### config.mk
export PLATFORM = sky130hd
export DESIGN_NAME = fetch_unit_flat
export DESIGN_NICKNAME = d
export VERILOG_FILES = /design/src/rtl/fetch_unit_if.sv /design/src/rtl/fetch_unit.sv /design/src/flat_wrapper.sv
export SDC_FILE = /design/constraint.sdc
export NUM_CORES = 1
export LEC_CHECK = 0
export CORE_AREA = 2 2 126 128
export DETAILED_ROUTE_END_ITERATION = 6
export DIE_AREA = 0 0 128 130
export PLACE_DENSITY = 0.82
export SETUP_SLACK_MARGIN = 0.4
export SLEW_MARGIN = 30
export SYNTH_ARGS = -nofsm -noshare
export SYNTH_HDL_FRONTEND = slang
export SYNTH_SLANG_ARGS = --single-unit
export TNS_END_PERCENT = 30
### constraint.sdc
create_clock -name clk -period 13.7 [get_ports clk]
set_clock_uncertainty 0.05 [all_clocks]
set_input_delay 4.11 -clock clk [delete_from_list [all_inputs] [get_ports clk]]
set_output_delay 4.11 -clock clk [all_outputs]
set_load 0.01 [all_outputs]
### src/rtl/fetch_unit_if.sv
// fetch_unit_if: imem, redirect and decode-side signals of the fetch unit
interface fetch_unit_if #(parameter int DWIDTH = 32);
  logic [11:0]       imem_addr;
  logic [DWIDTH-1:0] imem_q;
  logic              redirect_valid;
  logic [DWIDTH-1:0] redirect_pc;
  logic              out_valid;
  logic              out_ready;
  logic [DWIDTH-1:0] out_insn;
  logic [DWIDTH-1:0] out_pc;
  modport master (
    output imem_addr, out_valid, out_insn, out_pc,
    input  imem_q, redirect_valid, redirect_pc, out_ready
  );
  modport slave (
    input  imem_addr, out_valid, out_insn, out_pc,
    output imem_q, redirect_valid, redirect_pc, out_ready
  );
endinterface

### src/rtl/fetch_unit.sv
// fetch_unit: PC sequencer feeding a 2-entry instruction FIFO from a synchronous imem
module fetch_unit #(
  parameter int                DWIDTH   = 32,
  parameter logic [DWIDTH-1:0] RESET_PC = '0
) (
  input logic         clk,
  input logic         rst,
  fetch_unit_if.master bus
);
  logic [DWIDTH-1:0] pc_q, inflight_pc_q;
  logic              inflight_q;
  logic [1:0]        occ_q;
  logic [DWIDTH-1:0] insn_q [2];
  logic [DWIDTH-1:0] epc_q  [2];
  logic              pop, issue, wpos;
  logic [1:0]        pend;
  // Slots already claimed (stored + in flight) decide whether a new fetch fits
  always_comb begin
    pop   = (occ_q != 2'd0) && bus.out_ready;
    pend  = occ_q + {1'b0, inflight_q};
    issue = !bus.redirect_valid && (pend < 2'd2 || (pend == 2'd2 && pop));
    wpos  = occ_q[0] ^ pop;
  end
  assign bus.imem_addr = pc_q[11:0];
  assign bus.out_valid = occ_q != 2'd0;
  assign bus.out_insn  = bus.out_valid ? insn_q[0] : '0;
  assign bus.out_pc    = bus.out_valid ? epc_q[0] : '0;
  // PC advance, FIFO shift-on-pop with tail write of returning data, flush on redirect
  always_ff @(posedge clk) begin
    if (!rst) begin
      pc_q       <= RESET_PC;
      occ_q      <= 2'd0;
      inflight_q <= 1'b0;
    end else if (bus.redirect_valid) begin
      pc_q       <= bus.redirect_pc;
      occ_q      <= 2'd0;
      inflight_q <= 1'b0;
    end else begin
      if (pop) begin
        insn_q[0] <= insn_q[1];
        epc_q[0]  <= epc_q[1];
      end
      if (inflight_q) begin
        insn_q[wpos] <= bus.imem_q;
        epc_q[wpos]  <= inflight_pc_q;
      end
      occ_q      <= occ_q - {1'b0, pop} + {1'b0, inflight_q};
      inflight_q <= issue;
      if (issue) begin
        inflight_pc_q <= pc_q;
        pc_q          <= pc_q + DWIDTH'(1);
      end
    end
  end
endmodule
### src/flat_wrapper.sv
// flat-port wrapper written by rule: the top's interface ports become plain ports
module fetch_unit_flat 
#(
  parameter int                DWIDTH   = 32,
  parameter logic [DWIDTH-1:0] RESET_PC = '0
)
  (clk, rst, bus_imem_addr, bus_out_valid, bus_out_insn, bus_out_pc, bus_imem_q, bus_redirect_valid, bus_redirect_pc, bus_out_ready);
  fetch_unit_if #(.DWIDTH(DWIDTH)) bus_i ();
  input logic clk;
  input logic rst;
  output wire logic [$bits(bus_i.imem_addr)-1:0] bus_imem_addr;
  output wire logic [$bits(bus_i.out_valid)-1:0] bus_out_valid;
  output wire logic [$bits(bus_i.out_insn)-1:0] bus_out_insn;
  output wire logic [$bits(bus_i.out_pc)-1:0] bus_out_pc;
  input wire logic [$bits(bus_i.imem_q)-1:0] bus_imem_q;
  input wire logic [$bits(bus_i.redirect_valid)-1:0] bus_redirect_valid;
  input wire logic [$bits(bus_i.redirect_pc)-1:0] bus_redirect_pc;
  input wire logic [$bits(bus_i.out_ready)-1:0] bus_out_ready;
  assign bus_imem_addr = bus_i.imem_addr;
  assign bus_out_valid = bus_i.out_valid;
  assign bus_out_insn = bus_i.out_insn;
  assign bus_out_pc = bus_i.out_pc;
  assign bus_i.imem_q = bus_imem_q;
  assign bus_i.redirect_valid = bus_redirect_valid;
  assign bus_i.redirect_pc = bus_redirect_pc;
  assign bus_i.out_ready = bus_out_ready;
  fetch_unit #(.DWIDTH(DWIDTH), .RESET_PC(RESET_PC)) u_core (.clk(clk), .rst(rst), .bus(bus_i));
endmodule
---- Word-level counts from Yosys, hierarchy flattened ----
Memories as Yosys holds them, arrays and structs flattened.
Cells that the tools add are included.
cells by class
  mux-type cells .......................... 12
  reductions and logical operators ........ 9
  $add $sub $neg .......................... 4
  $lt $le $gt $ge ......................... 1
  equal/unequal tests ..................... 1
  bitwise gates (word level) .............. 3
operator list
  cell                     count
  $mux W32                 4
  $add A32 B1 Y32 const B  1
  $mux W1                  8
  $add A2 B1 Y2            2
  $reduce_bool A2 Y1       2
  $logic_and A1 B1 Y1      3
  $reduce_and A3 Y1        1
  $eq A2 B2 Y1 const B     1
  $lt A2 B2 Y1 const B     1
  $not A1 Y1               2
  $reduce_or A2 Y1         1
  $sub A2 B1 Y2            1
  $logic_not A1 Y1         1
  $logic_or A1 B1 Y1       1
  $xor A1 B1 Y1            1
storage, ports and cells
  word-level logic and storage cells ...... 36
  memories ................................ 2
  RAM bits ................................ 128
  register bits after elaboration ......... 67
  output and inout port bits .............. 77
  bits of input ports ..................... 68
memory list
  memory         words  bits a word  read ports  clocked after memory_dff  write ports  RTL line          RTL
  u_core.epc_q   2      32           2           0                         2            fetch_unit.sv:14  logic [DWIDTH-1:0] epc_q [2];
  u_core.insn_q  2      32           2           0                         2            fetch_unit.sv:13  logic [DWIDTH-1:0] insn_q [2];

---- Logic depth before layout (Yosys ltp) ----
  depth in word-level cells ............... 7
  depth in mapped cells ................... 9
  mapped depth without buffers ............ 8

---- Worst setup path after synthesis ----
Ideal clock, no wire load.
  path type ............................... input-to-reg
  from .................................... input port bus_redirect_valid
  to ...................................... memory u_core.epc_q[1][0], enable pin
  path slack .............................. 4002 ps
  buffers on the path ..................... 2
  data required time ...................... 13085 ps
  stages .................................. 5
  data arrival time ....................... 9083 ps
  setup time .............................. 565 ps
  path through ............................ buf_2 > inv_1 > clkbuf_1 > nand2_1 > nor3_1
RTL lines
  item             RTL line            RTL
  start, declared  flat_wrapper.sv:16  input wire logic [$bits(bus_i.redirect_valid)-1:0] bus_redirect_valid;
  end, declared    fetch_unit.sv:14

==> flow_summary_export.csv <==
group,metric,value,unit
outcome,status,"completed",
pwr,p_per_area,120,nW/um^2
cts,insertion_delay,0.43,ns
logic_synthesis,synth.top_cells.by_count,"160 x edfxtp_1, 67 x and2_1, 55 x mux2_2, 35 x dfxtp_1, 30 x o21ai_0",
setup_path,critPathCaptureType,"register",
global_routing,top_usage_layer,"met2",
sta,period_needed,6.51,ns
sta,rsz0062_at_grt,"no",
setup_path,required,13.70,ns
logic_synthesis,ys_ff_latch,195,
logic_synthesis,syn_avg_cell_area,14.5,sq um
logic_synthesis,synth_top_flop_cell,"edfxtp_1",
pwr,ir_worst_vdd,0.105,mV
placement,globalplace.congestion,0.845,
sta,slew_violations,0,
global_routing,grt.met3_usage,0.0426,
route,antenna_left,0,
logic_synthesis,yosysMostFrequentCell,"edfxtp_1",
cts,post_cts_buffers,0,
placement,placed_cell_area,9780,sq um
setup_path,critPathLaunch,"rst",
setup_path,slowest_delay,0.81,ns
floorplan,coreArea,15400,sq um
cts,numCtsBuffers,17,
placement,pre_cts_ws,6.22,ns
sta,setup_viol,0,
final_layout,finish.utilization,0.672,
final_layout,syn2layout_area_growth,25.3,%
sta,finalCritPeriodShare,0.475,
setup_path,cp.arrival,6.52,ns
sta,worstMarginPinSlew,0.874,ns
setup_path,cp_cell_sequence,"clkdlybuf4s50_1 -> buf_4 -> nor2b_2 -> nand3_4 -> nand2_4",
min_path,hold_path.startpoint,"u_core.inflight_pc_q[0]",
final_layout,finish.instance_area,10400,sq um
logic_synthesis,ys_seq_area_frac,0.666,
global_routing,grtUsageMet2,0.310,
sta,setup_tns,0,ns
global_routing,antenna_found_initial,0,
global_routing,grt_usage,0.190,
floorplan,initial_core_util,0.536,
final_layout,drive_gt1_frac,0.168,
global_routing,grt-ovfl-total,0,
cts,ctsHtreeMaxLevel,4,
logic_synthesis,yosysTopAreaCellShare,0.581,
sta,fmax,0.154,GHz
logic_synthesis,synth_nets,642,
sta,max-slew-margin-rel,0.417,
global_routing,grt_max_degree,67,
logic_synthesis,synthesis.area,8270,sq um
setup_path,critPathMaxFanout,64,
logic_synthesis,ys_warn_count,0,
route,wirelength,15400,microns
floorplan,die-area,16600,sq um
pwr,leakagePower,0.00350,uW
floorplan,num_rows,46,
cts,ctsHoldBuffers,0,
global_routing,grt_pass1_vias,4858,
setup_path,startpoint_type,"primary input",
setup_path,rr_startpoint,"u_core.occ_q[0]",
cts,clk_pin_slew,0.06,ns
route,wl_per_cell,17.1,microns
sta,finalHoldViolCount,0,
route,via_count,4868,
min_path,hp-class,"reg2reg",
route,drt-initial-drc-count,470,
setup_path,worstSetupPathType,"in2reg",
global_routing,grtUsageMet1,0.252,
final_layout,diodes,0,
setup_path,cpMaxStageDelayCell,"nand2_4",
logic_synthesis,synth-async-reset-ratio,0,
route,dr.pass1.iters,4,
logic_synthesis,yosysUniqueCellTypes,49,
logic_synthesis,syn_inst,570,
global_routing,grt_pass1_wl,24300,microns
floorplan,die_x,128,microns
cts,clock-sinks,195,
cts,cts_buffer_depth,2,
route,via_per_inst,5.40,
floorplan,io_pins,145,
run,cap_violations,0,
logic_synthesis,synth_edf_count,160,
final_layout,layout.nets,769,
placement,port_buffers,144,
floorplan,die_h,130,microns
placement,hpwl,9880,microns
route,drc,0,
logic_synthesis,synthTopCellsByArea,"edfxtp_1 58%, dfxtp_1 8.5%, mux2_2 7.5%",
sta,setup_ws,7.19,ns
cts,cts_tree,"done",
logic_synthesis,synth_area_leader_cell,"edfxtp_1",
cts,ctsRootBufferMaster,"clkbuf_16",
cts,cts_resized,0,
## per-layer routing
| metal | vias to the layer above | share of wire |
|---|---|---|
| li1 | 2330 | - |
| met3 | 23 | 0.059 |
| met1 | 2362 | 0.45 |
| met5 | - | 0 |
| met2 | 153 | 0.48 |
| met4 | 0 | 0.015 |
## power by group
part | leakage, uW | total [uW] | internal (uW) | switching, uW
sequential | 0.00176 | 672 | 658 | 13.8
clock | 0.000275 | 476 | 272 | 204
combinational | 0.00146 | 94.5 | 52.3 | 42.3
total | 0.00350 | 1240 | 982 | 260
## registers in the layout, indices dropped and copies added, names as in the netlist
register,count
u_core.inflight_pc_q,32
u_core.insn_q,64
u_core.occ_q,2
u_core.epc_q,64
u_core.pc_q,32
u_core.inflight_q,1
## metrics by stage
stage | instances | hold WS (ns) | power (uW)
CTS | 901 | 0.400 | 1250
global route | 902 | 0.415 | 1280
floorplan | 570 | 0.369 | 728
finish | 902 | 0.400 | 1240
detailed placement | 869 | 0.378 | 779
global placement | 869 | 0.378 | 775
## kinds of logic (layout without fill, tap and decap cells)
family	Yosys count	count (layout)	share of synthesized area
flops	195	195	0.666
simple gates	160	160	0.130
compound gates	65	65	0.0455
mux	65	65	0.0884
buf+inv	50	190	0.0315
xor+xnor	31	31	0.0328
fa+ha+maj	4	4	0.00605
## final timing paths
kind	end	slack (ns)	cells after the start
min	u_core.epc_q[1][0]	0.40	0
max	u_core.epc_q[0][16]	7.19	5
min reg2reg	u_core.epc_q[1][0]	0.40	0
max reg2reg	u_core.inflight_pc_q[24]	10.79	6
## critical path, delay by kind of cell
family	cells	cell delay, ns
buffers and inverters	2	0.73
and+or+nand+nor	3	1.59
## area by class of cell
class	count	area, sq um
sequential	195	5510
fill	1064	5060
multi-input combinational	325	2530
timing repair buffer	149	1490
clock buffer	22	454
tap	192	240
clock inverter	10	109
inverter	9	33.8
## cells in the final DEF, fill, tap and decap left out, types with 2 or more instances in the layout
cell	count
and4_1	3
nand2_1	24
buf_4	4
nor2b_1	2
and2_1	67
clkbuf_16	17
a21oi_1	25
o211a_1	3
dfxtp_1	35
bufinv_16	2
nand3_4	2
nor4_4	2
nor3_1	3
nand3_1	13
clkdlybuf4s50_1	144
inv_1	9
clkinv_2	4
nand4_4	2
nor3_2	8
xnor2_1	26
and3_1	2
mux2_2	55
o21ai_0	30
mux2_1	9
nand4_1	6
nand2b_1	3
edfxtp_1	160
xor2_1	5
ha_1	4
nor2_1	5
nor4_2	7
clkinv_4	2
clkbuf_1	4
Power figures use the tool's default switching activity.
